File: src/rtl/score_bcd_counter.sv
`default_nettype none
// ============================================================================
//  Module   : score_bcd_counter
//  Summary  : Dinosaur-runner game score. Counts play time as four packed
//             BCD digits, paced by rising edges of the slow movement clock
//             (step_clk, sampled as asynchronous data). Saturates at 9999.
//             Optional best-of-session high score, enabled by defining the
//             macro SCORE_HISCORE_EN (default build: disabled, hiscore = 0,
//             disp = score).
//  Revision : 1.0  initial release
// ============================================================================
module score_bcd_counter #(
    parameter int STEPS_PER_POINT = 8
) (
    input  logic        ClkPort,
    input  logic        Reset,
    input  logic        step_clk,
    input  logic        run,
    input  logic        clear,
    input  logic        show_hi,
    output logic [15:0] score,
    output logic        sat,
    output logic [15:0] disp,
    output logic [15:0] hiscore
);

    localparam logic [7:0]  c_pre_last = 8'(STEPS_PER_POINT - 1);
    localparam logic [15:0] c_score_max = 16'h9999;

    logic        r_sync1;
    logic        r_sync2;
    logic        r_edge_q;
    logic        r_step;
    logic [7:0]  r_pre;
    logic [15:0] r_score;
    logic        r_sat;
    logic [15:0] w_score_inc;

    // Two-flop synchronizer for step_clk, then rising-edge detect into a
    // registered one-cycle step pulse.
    always_ff @(posedge ClkPort or posedge Reset) begin
        if (Reset) begin
            r_sync1  <= 1'b0;
            r_sync2  <= 1'b0;
            r_edge_q <= 1'b0;
            r_step   <= 1'b0;
        end else begin
            r_sync1  <= step_clk;
            r_sync2  <= r_sync1;
            r_edge_q <= r_sync2;
            r_step   <= r_sync2 & ~r_edge_q;
        end
    end

    // BCD ripple increment of the current score: a digit at 9 wraps to 0 and
    // carries into the next digit up.
    always_comb begin
        logic carry;
        carry       = 1'b1;
        w_score_inc = r_score;
        for (int i = 0; i < 4; i++) begin
            if (carry) begin
                if (r_score[4*i +: 4] == 4'd9) begin
                    w_score_inc[4*i +: 4] = 4'd0;
                end else begin
                    w_score_inc[4*i +: 4] = r_score[4*i +: 4] + 4'd1;
                    carry                 = 1'b0;
                end
            end
        end
    end

    // Prescaler and score register; clear wins over a coincident step, and a
    // point due at 9999 sets the sticky saturation flag instead of wrapping.
    always_ff @(posedge ClkPort or posedge Reset) begin
        if (Reset) begin
            r_pre   <= 8'd0;
            r_score <= 16'h0000;
            r_sat   <= 1'b0;
        end else if (clear) begin
            r_pre   <= 8'd0;
            r_score <= 16'h0000;
            r_sat   <= 1'b0;
        end else if (r_step && run) begin
            if (r_pre == c_pre_last) begin
                r_pre <= 8'd0;
                if (r_score == c_score_max) begin
                    r_sat <= 1'b1;
                end else begin
                    r_score <= w_score_inc;
                end
            end else begin
                r_pre <= r_pre + 8'd1;
            end
        end
    end

    assign score = r_score;
    assign sat   = r_sat;

`ifdef SCORE_HISCORE_EN
    logic [15:0] r_hiscore;

    // Best score since Reset; packed BCD orders correctly as unsigned binary.
    always_ff @(posedge ClkPort or posedge Reset) begin
        if (Reset) begin
            r_hiscore <= 16'h0000;
        end else if (r_score > r_hiscore) begin
            r_hiscore <= r_score;
        end
    end

    assign hiscore = r_hiscore;
    assign disp    = show_hi ? r_hiscore : r_score;
`else
    logic w_unused_show_hi;

    assign w_unused_show_hi = show_hi;
    assign hiscore          = 16'h0000;
    assign disp             = r_score;
`endif

endmodule
`default_nettype wire

File: config.mk
export PLATFORM = sky130hd
export DESIGN_NAME = score_bcd_counter
export DESIGN_NICKNAME = d
export VERILOG_FILES = /design/src/rtl/score_bcd_counter.sv
export SDC_FILE = /design/constraint.sdc
export NUM_CORES = 1
export LEC_CHECK = 0
export BUFFER_PORTS_ARGS = -buffer_cell sky130_fd_sc_hd__buf_2
export CORE_UTILIZATION = 55
export CTS_CLUSTER_DIAMETER = 60
export DETAILED_ROUTE_END_ITERATION = 6
export GPL_TIMING_DRIVEN = 0
export PLACE_DENSITY = 0.86
export SLEW_MARGIN = 20
export SYNTH_ARGS = -nofsm -noshare
export SYNTH_HDL_FRONTEND = slang
export SYNTH_SLANG_ARGS = --single-unit
File: constraint.sdc
create_clock -name ClkPort -period 5.39 [get_ports ClkPort]
set_clock_uncertainty 0.15 [all_clocks]
set_input_delay 1.078 -clock ClkPort [delete_from_list [all_inputs] [get_ports ClkPort]]
set_output_delay 1.078 -clock ClkPort [all_outputs]
set_load 0.02 [all_outputs]
# After elaboration in Yosys (flattened, before gate mapping)
# Index checks and enable logic that the tools add are counted.
[totals]
reg_bits = 29
in_bits = 6
output_inout_bits = 49
word_cells = 59
[classes]
n_addsub = 5
eq_ne = 7
mux = 23
n_bitwise = 2
n_reduce_logical = 12
[op_table]
columns = ["op", "n"]
rows = [
  ["two-way mux 16 bit", 4],
  ["two-way mux 4 bit", 7],
  ["two-way mux 8 bit", 3],
  ["adder 4 x 1 -> 4 bit (second input constant)", 4],
  ["equality test 16 bit (second input constant)", 1],
  ["equality test 4 bit (second input constant)", 4],
  ["AND reduction 4 bit", 3],
  ["nonzero test 2 bit", 6],
  ["two-way mux 1 bit", 9],
  ["adder 8 x 1 -> 8 bit (second input constant)", 1],
  ["equality test 8 x 3 -> 1 bit (second input constant)", 1],
  ["AND reduction 3 bit", 2],
  ["inequality test 2 bit (second input constant)", 1],
  ["AND 1 bit", 1],
  ["logical AND 1 bit", 1],
  ["inverter 1 bit", 1],
]

# Depth between registers and ports, before layout
# Gate-level depths: netlist of the first run.
[logic_depth]
ltp_word = 9
ltp_mapped = 7
depth_no_buf = 6

# Worst setup path after synthesis of the first run
# No wires, ideal clock.
[synth_path]
path_kind = "input -> register"
start = "input run"
end = "register r_score[10] (netlist: disp[10])"
setup_ns = 0.125
arrival_ns = 2.067
required_ns = 5.115
slack_ns = 3.048
stages = 5
path_buffers = 1
cell_sequence = "and2_1 > nand3_1 > buf_2 > nor3_1 > mux2_2"
[synth_between]
elab_chain_len = 3
[synth_lines]
columns = ["item", "line_no", "source"]
rows = [
  ["from (decl)", "18", "input logic run,"],
  ["logical AND 1 bit", "84", "end else if (r_step && run) begin"],
  ["nonzero test 2 bit (no source line)", "n/a", ""],
  ["AND reduction 4 bit (no source line)", "n/a", ""],
  ["to (signal assigned)", "90", "r_score <= w_score_inc;"],
  ["to (decl)", "35", "logic [15:0] r_score;"],
]
# No other way between the ends.
# A chain may end at the register's enable or synchronous reset.

# Final worst setup path of the first run
# Same ends and word-level chain as after synthesis.

==> results.toml, run 1 <==
[floorplan]
core_area_sq_um = 3100
die_h_um = 59.7
die_w_um = 59.7
pin_count = 55
die_area_sq_um = 3570
initial_core_util_pct = 59.0
num_rows = 20

[final_layout]
drive_gt1_share_pct = 32.8
postLayoutCoreUtil_pct = 70.8
area_growth_pct = 20.0
antenna_cells = 0
final_nets = 269

[hold_path]
hold_depth = 0
min_from = "r_sync1$_DFF_PP0_"
min_path_type = "flip-flop to flip-flop"
min_to = "r_sync2$_DFF_PP0_"

[clocking]
htree_levels = 2
clkSinkCount = 29
clkTransAtPathRegs_ps = 90
numCtsBuffers = 5
cts_buffer_depth = 2
hold_buffers = 0
post_cts_buffers = 0
clock_latency_ps = 330
cts_resized = 0
clockRootBuffer = "clkbuf_4"
cts_tree = "built"

[yosys]
synth_common_cells = "33 x buf_4, 29 x dfrtp_1, 14 x nor2_1"
netlist.top_cell.by_area = "dfrtp_1"
synth-seq-cells = 29
yosys-top-cells-area = "dfrtp_1 40%, buf_4 14%, ha_1 3.4%"
async_flop_share_pct = 100
yosysMostFrequentCell = "buf_4"
yosys_warnings = 0
syn_area_per_cell_sq_um = 9.20
yosysTopAreaCellShare_pct = 39.6
ys.flop_type = "dfrtp_1"
synth_area_sq_um = 1830
synth.distinct_cells = 49
syn_inst = 199
synth-edff-count = 0
ys_seq_area_share_pct = 39.6

[pwr]
powerDensity_nw_per_um2 = 184
leakage_nw = 1.11
peakVddDrop_mv = 0.149

[critical_path]
crit_top_cell = "buf_2"
cp_top_family = "simple AND/OR/NAND/NOR gates"
regToRegSetupSlack_ps = 3260
slowest_stage = "mux2_2"
worst-r2r-cell-count = 6
worstSetupStartpointType = "input pin"
path_class = "input pin to flip-flop"
worstPathMaxFanout = 10
cp_data_arrival_time_ps = 2410
endpoint_kind = "flip-flop"
cpPeakStageDelay_ps = 350
worstSetupStartpoint = "run"
r2r-end = "disp[10]$_DFFE_PP0P_"
worstPathRequired_ps = 5460
crit_chain = "buf_2 > and2_1 > nand3_1 > buf_2 > nor3_1 > mux2_2"
r2r_start = "r_pre[0]$_DFFE_PP0P_"
crit_buf_inv = 2

[run]
drv_cap = 0

[routing]
drc = 0
drt_iter0_drc = 70
routed_wl_mm = 3.58
first_pass_iters = 4
post_drt_wl_per_cell_um = 11.8
vias_per_cell = 5.20
drtAntennaViolNets = 0
num_vias = 1576

[timing]
worst_pin_slew_ps = 583
fin_crit_ps = 2350
finalMaxSlewViolations = 0
setup-tns-final_ps = 0
layout_worst_path_cycle_share_pct = 43.5
slew_headroom_pct = 61.1
finalHoldViolations = 0
hold-worst-slack_ps = 218
max_freq_mhz = 426
setup_viol = 0
rsz0062_at_grt = "false"

[global_routing]
gr-total-overflow = 0
grt_first_pass_wirelength_mm = 5.85
grt_pass1_vias = 1361
grt_max_degree = 30
grt.total_usage_pct = 22.3
grt_antenna_before_repair = 0

[placement]
place_congestion = 0.830
hpwl_mm = 2.64
portBuffers = 37

[run_status]
status = "finished, final reports clean"
report_power, final:
group / leakage (nW) / total [W] / switching (W) / internal [W]
Sequential: 0.397 / 0.000220 / 0.00000102 / 0.000219
Combinational: 0.675 / 0.0000331 / 0.0000224 / 0.0000108
Clock: 0.0413 / 0.000151 / 0.0000751 / 0.0000755
worst max path at each step:
| stage | end | slack [ps] | cells after the start |
|---|---|---|---|
| after detailed placement | disp[10]$_DFFE_PP0P_ | 2710 | 6 |
| after CTS | score[12] | 3050 | 2 |
| after floorplan | disp[10]$_DFFE_PP0P_ | 3050 | 5 |
| final | disp[10]$_DFFE_PP0P_ | 3040 | 6 |
| after global placement | disp[10]$_DFFE_PP0P_ | 2730 | 6 |
| after global routing | disp[10]$_DFFE_PP0P_ | 2990 | 6 |
layer usage:
layer | share of wire, % | routed length, um | global-route usage [%]
met4 | 2.2 | 79 | 10.6
met3 | 6.2 | 220 | 5.19
met1 | 44 | 1560 | 27.5
met2 | 48 | 1720 | 36.8
met5 | 0 | 0 | 0
sequential cells by signal, indices dropped and copies added, names as in the netlist:
| name | cells |
|---|---|
| r_step | 1 |
| r_sync2 | 1 |
| disp | 16 |
| r_sync1 | 1 |
| r_pre | 8 |
| r_edge_q | 1 |
| sat | 1 |
logic make-up after synthesis:
| group | after synthesis | share of synthesized area [%] |
|---|---|---|
| AOI/OAI and AO/OA | 33 | 11.5 |
| xor gates and xnor gates | 5 | 2.39 |
| adders and majority gates | 5 | 3.42 |
| buffers and inverters | 47 | 16.6 |
| DFF | 29 | 39.6 |
| muxes | 4 | 2.32 |
| other | 1 | 0.205 |
| and+or+nand+nor | 75 | 24.0 |
cells in the final DEF, fill, tap and decap left out, types with 8 or more instances in the layout:
cell,synthesis,layout
inv_1,9,8
nand3_1,10,10
buf_4,33,33
nand2_1,9,9
a21oi_1,9,9
dfrtp_1,29,29
nor2_1,14,14
nor3_1,9,9
conb_1,1,16
buf_2,3,40
cell type report:
class / count / area, sq um
fillers: 270 / 905
multi-input cells: 138 / 858
flip-flops and latches: 29 / 726
plain buffers: 38 / 270
repair buffers: 37 / 185
clock buffers: 7 / 65.1
well taps: 44 / 55.1
inverters: 9 / 33.8
clock inverters: 1 / 5.00
metrics by stage:
step / setup slack [ps] / total power, W / cell area, sq um / instances
floorplan: 3050 / 0.000252 / 1890 / 214
global placement: 2730 / 0.000257 / 2130 / 295
detailed placement: 2710 / 0.000258 / 2130 / 295
CTS: 3050 / 0.000409 / 2200 / 303
global route: 2990 / 0.000420 / 2200 / 303
finish: 3040 / 0.000404 / 2200 / 303
(Power assumes the default switching activity.)
==> inputs of run 2 (changes only) <==
Settings changed: CORE_UTILIZATION 55 to 51, PLACE_DENSITY 0.86 to 0.81.
Clock period 5.39 ns to 2.2 ns, I/O delays scaled along.
==> run 2 against run 1 <==
Compared with the run above:
- utilization decreased by 6.1 points
- first-iteration DRC count is 7.1% higher
- routed wire length up 0.20%
- die area increased by 7.6%
- final area is 0.11% lower
- total power grew 130%
- non-clock buffer count is the same
- flip-flop and latch count stayed put
- hold slack lost 200 ps
- via count fell by 0.19%
- critical path type is now flip-flop to flip-flop
- largest power group unchanged
==> results.toml, run 2 (synthesis gave the netlist of run 1 again) <==
[timing]
layout_worst_path_cycle_share_pct = 94.9
worst_pin_slew_ps = 595
fin_crit_ps = 2090
setup_viol = 0
rsz0062_at_grt = "false"
setup-tns-final_ps = 0
slew_headroom_pct = 60.3
finalHoldViolations = 0
max_freq_mhz = 479
finalMaxSlewViolations = 0

[placement]
hpwl_mm = 2.65
portBuffers = 37
placed_cell_area_sq_um = 2130
place_congestion = 0.858

[floorplan]
pin_count = 55
num_rows = 21
die_h_um = 61.9
initial_core_util_pct = 54.0
die_area_sq_um = 3840
die_w_um = 61.9
core_area_sq_um = 3390

[final_layout]
final_cell_mix = "40 x buf_2, 33 x buf_4, 29 x dfrtp_1"
multi_input_area_sq_um = 868
area_growth_pct = 19.9
fill_cells = 305
final_nets = 269
drive_gt1_share_pct = 32.9
final_common_cell = "buf_2"
design_area_sq_um = 2200
largest_register_ffs = 16
final-seq-area_sq_um = 726
antenna_cells = 0

[routing]
drt_iter0_drc = 75
drtAntennaViolNets = 0
routed_wl_mm = 3.58
vias_per_cell = 5.17
first_pass_iters = 4
post_drt_wl_per_cell_um = 11.8
num_vias = 1573
drc = 0

[clocking]
clkTransAtPathRegs_ps = 100
cts_resized = 0
clkSinkCount = 29
clockRootBuffer = "clkbuf_4"
clock_latency_ps = 330
cts_tree = "built"
post_cts_buffers = 0
htree_levels = 2
cts_buffer_depth = 2
hold_buffers = 0
numCtsBuffers = 5

[critical_path]
worstPathRequired_ps = 2310
r2r_start = "disp[0]$_DFFE_PP0P_"
worstSetupStartpoint = "disp[0]$_DFFE_PP0P_"
worstPathMaxFanout = 8
path_class = "flip-flop to flip-flop"
worst-r2r-cell-count = 6
cp_data_arrival_time_ps = 2190
endpoint_kind = "flip-flop"
worstSetupStartpointType = "flip-flop"

[global_routing]
grt_pass1_vias = 1296
grt_first_pass_wirelength_mm = 5.65
gr-total-overflow = 0
grt_max_degree = 30
grt_antenna_before_repair = 0
grt.total_usage_pct = 20.6

[pwr]
leakage_nw = 1.10
peakVddDrop_mv = 0.294
powerDensity_nw_per_um2 = 431

[run]
drv_cap = 0

[run_status]
status = "finished, final reports clean"

[hold_path]
min_path_type = "input pin to async pin"
[run 2: cell types whose count changed in the layout (fill, tap and decap cells not counted), sizes merged]
cell / previous run / this run
clkinv: 1 / 0
[run 2: final cells by class]
cell class                 instances  share of cell area, %
multi-input combinational        138                   39.5
tap                               46                   2.62
clock buffer                       7                   2.51
inverter                           9                   1.54
timing repair buffer              37                   8.43
buffer                            38                   12.3
sequential                        29                   33.0
[run 2: per-layer routing]
metal | vias up | part of all wire, % | routed length [um] | track usage [%]
li1 | 782 | - | - | -
met1 | 744 | 45 | 1620 | 25.0
met3 | 8 | 4.0 | 142 | 4.97
met5 | - | 0 | 0 | 0
met2 | 39 | 49 | 1770 | 34.9
met4 | 0 | 1.5 | 55 | 8.89
[run 2: through the flow]
| stage | hold slack, ps | worst slack (ps) | power [W] | std cells | util, % |
|---|---|---|---|---|---|
| after CTS | 64.7 | 63.6 | 0.000954 | 304 | 64.5 |
| after floorplan | 181 | 244 | 0.000618 | 214 | - |
| after detailed placement | 194 | 75.6 | 0.000631 | 297 | 62.9 |
| after global routing | 54.3 | 14.2 | 0.000989 | 304 | 64.8 |
| final | 14.8 | 113 | 0.000947 | 304 | 64.8 |
| after global placement | 184 | 119 | 0.000631 | 297 | 62.9 |
[run 2: worst paths after layout]
| kind | slack, ps | endpoint |
|---|---|---|
| max reg2reg | 110 | disp[6]$_DFFE_PP0P_ |
| min reg2reg | 210 | r_sync2$_DFF_PP0_ |
| min | 10 | r_pre[2]$_DFFE_PP0P_ |
| max in group asynchronous | 1480 | disp[1]$_DFFE_PP0P_ |
| min in group ClkPort | 70 | r_sync1$_DFF_PP0_ |
| max | 110 | disp[6]$_DFFE_PP0P_ |
[run 2: power breakdown]
group | internal (W) | switching [W]
sequential | 0.000537 | 0.00000232
combinational | 0.0000264 | 0.0000544
clock | 0.000151 | 0.000176
[run 2: worst max-delay path, cell delays in order, from the launching register on]
cell and delay, ps:
dfrtp_1 490, ha_1 210, and3b_1 160, buf_4 140, nand4_1 250, or4_1 480, a21oi_1 140
==> inputs of run 3 (changes only) <==
Settings changed: CORE_MARGIN set to 8, SKIP_LAST_GASP set to 1.
==> run 3 against run 2 <==
Compared with the run above:
- global-route usage shrank 6.4 points
- sequential share of layout area shrank 0.48 points
- register-to-register slack gained 60 ps
- clock power grew 12%
- setup slack gained 57 ps
- fmax grew 2.8%
- via count grew 1.2%
- first-iteration DRC count grew 32%
- largest power group unchanged
- final area grew 1.5%
==> results.toml, run 3 (synthesis gave the netlist of run 1 again) <==
[timing]
setup_viol = 0
finalHoldViolations = 0
worst_pin_slew_ps = 591
finalMaxSlewViolations = 0
slew_headroom_pct = 60.5
max_freq_mhz = 493
fin_crit_ps = 2030
finalWorstSetupSlack_ps = 170
layout_worst_path_cycle_share_pct = 92.3

[critical_path]
cp_data_arrival_time_ps = 2100
r2r_start = "r_pre[0]$_DFFE_PP0P_"
endpoint_kind = "flip-flop"
worstSetupStartpointType = "flip-flop"
worstPathRequired_ps = 2270
path_class = "flip-flop to flip-flop"
worstPathMaxFanout = 10
worstSetupStartpoint = "r_pre[0]$_DFFE_PP0P_"

[floorplan]
pin_count = 55
die_area_sq_um = 5770
num_rows = 21
core_area_sq_um = 3390
die_h_um = 75.9
die_w_um = 75.9
initial_core_util_pct = 54.0

[run_status]
status = "finished, final reports clean"

[clocking]
cts_tree = "built"
htree_levels = 2
clkTransAtPathRegs_ps = 90
clockRootBuffer = "clkbuf_4"
cts_buffer_depth = 2
numCtsBuffers = 5
clkSinkCount = 29
clock_latency_ps = 320

[final_layout]
antenna_cells = 0
multi_input_area_sq_um = 868
fill_cells = 282
drive_gt1_share_pct = 34.1
final_cell_mix = "39 x buf_2, 35 x buf_4, 29 x dfrtp_1"
final_common_cell = "buf_2"
postLayoutCoreUtil_pct = 65.7
final-seq-area_sq_um = 726
largest_register_ffs = 16
area_growth_pct = 21.7
final_nets = 271

[routing]
post_drt_wl_per_cell_um = 13.0
vias_per_cell = 5.19
drtAntennaViolNets = 0
first_pass_iters = 4
routed_wl_mm = 3.98
drt_iter0_drc = 99
drc = 0
num_vias = 1592

[placement]
place_congestion = 0.843
portBuffers = 37
hpwl_mm = 2.98
dp_slack_ps = 45.1

[pwr]
leakage_nw = 1.12
peakVddDrop_mv = 0.357
power_w = 0.000989
powerDensity_nw_per_um2 = 444

[global_routing]
grt.total_usage_pct = 14.1
grt_antenna_before_repair = 0
grt_first_pass_wirelength_mm = 6.93
grt_max_degree = 30
gr-total-overflow = 0
grt_pass1_vias = 1550

[run]
drv_cap = 0

[hold_path]
min_path_type = "input pin to async pin"
-- run 3: power breakdown --
| part | total [W] | internal [W] | switching (W) |
|---|---|---|---|
| logic | 0.0000823 | 0.0000265 | 0.0000559 |
| registers | 0.000540 | 0.000537 | 0.00000231 |
| clock network | 0.000367 | 0.000185 | 0.000182 |
-- run 3: stage by stage --
stage / area [sq um] / hold slack, ps / instances / TNS (ps)
finish: 2230 / 19.1 / 307 / 0
global route: 2230 / 43.9 / 307 / -3.98
CTS: 2200 / 55.9 / 305 / 0
detailed placement: 2130 / 189 / 297 / 0
global placement: 2130 / 183 / 297 / 0
floorplan: 1890 / 181 / 214 / 0
-- run 3: repair_timing --
action / CTS / global route
setup endpoints to repair: 0 / 4
buffers inserted: 0 / 2
hold buffers: 0 / 0
gates resized for setup: 0 / 3
-- run 3: worst paths after layout --
path                                        end  slack, ps  cells past startpoint
max                        disp[10]$_DFFE_PP0P_        170                      6
min                         disp[4]$_DFFE_PP0P_         20                      2
max reg2reg                disp[10]$_DFFE_PP0P_        170                      6
min reg2reg                   r_sync2$_DFF_PP0_        210                      0
max in group asynchronous  disp[13]$_DFFE_PP0P_       1490                      2
min in group ClkPort          r_sync1$_DFF_PP0_         70                      1
-- run 3: worst max-delay path: stages (launching register included) --
cell and delay [ps]:
dfrtp_1 390, ha_1 230, and4bb_1 260, nand3_2 150, clkbuf_4 230, nor3_2 180
mux2_2 340
-- run 3: routing by layer --
metal,share of wire (%),global-route usage [%],vias up
li1,-,-,789
met1,42,15.5,748
met2,50,23.5,45
met3,6.3,5.42,10
met4,1.4,6.47,0
met5,0,0,-
-- run 3: final cells by class --
class,instances,area share (%)
tap,46,2.58
clock buffer,7,2.92
buffer,38,12.2
sequential,29,32.6
multi-input combinational,138,39.0
clock inverter,1,0.225
timing repair buffer,39,8.98
inverter,9,1.52
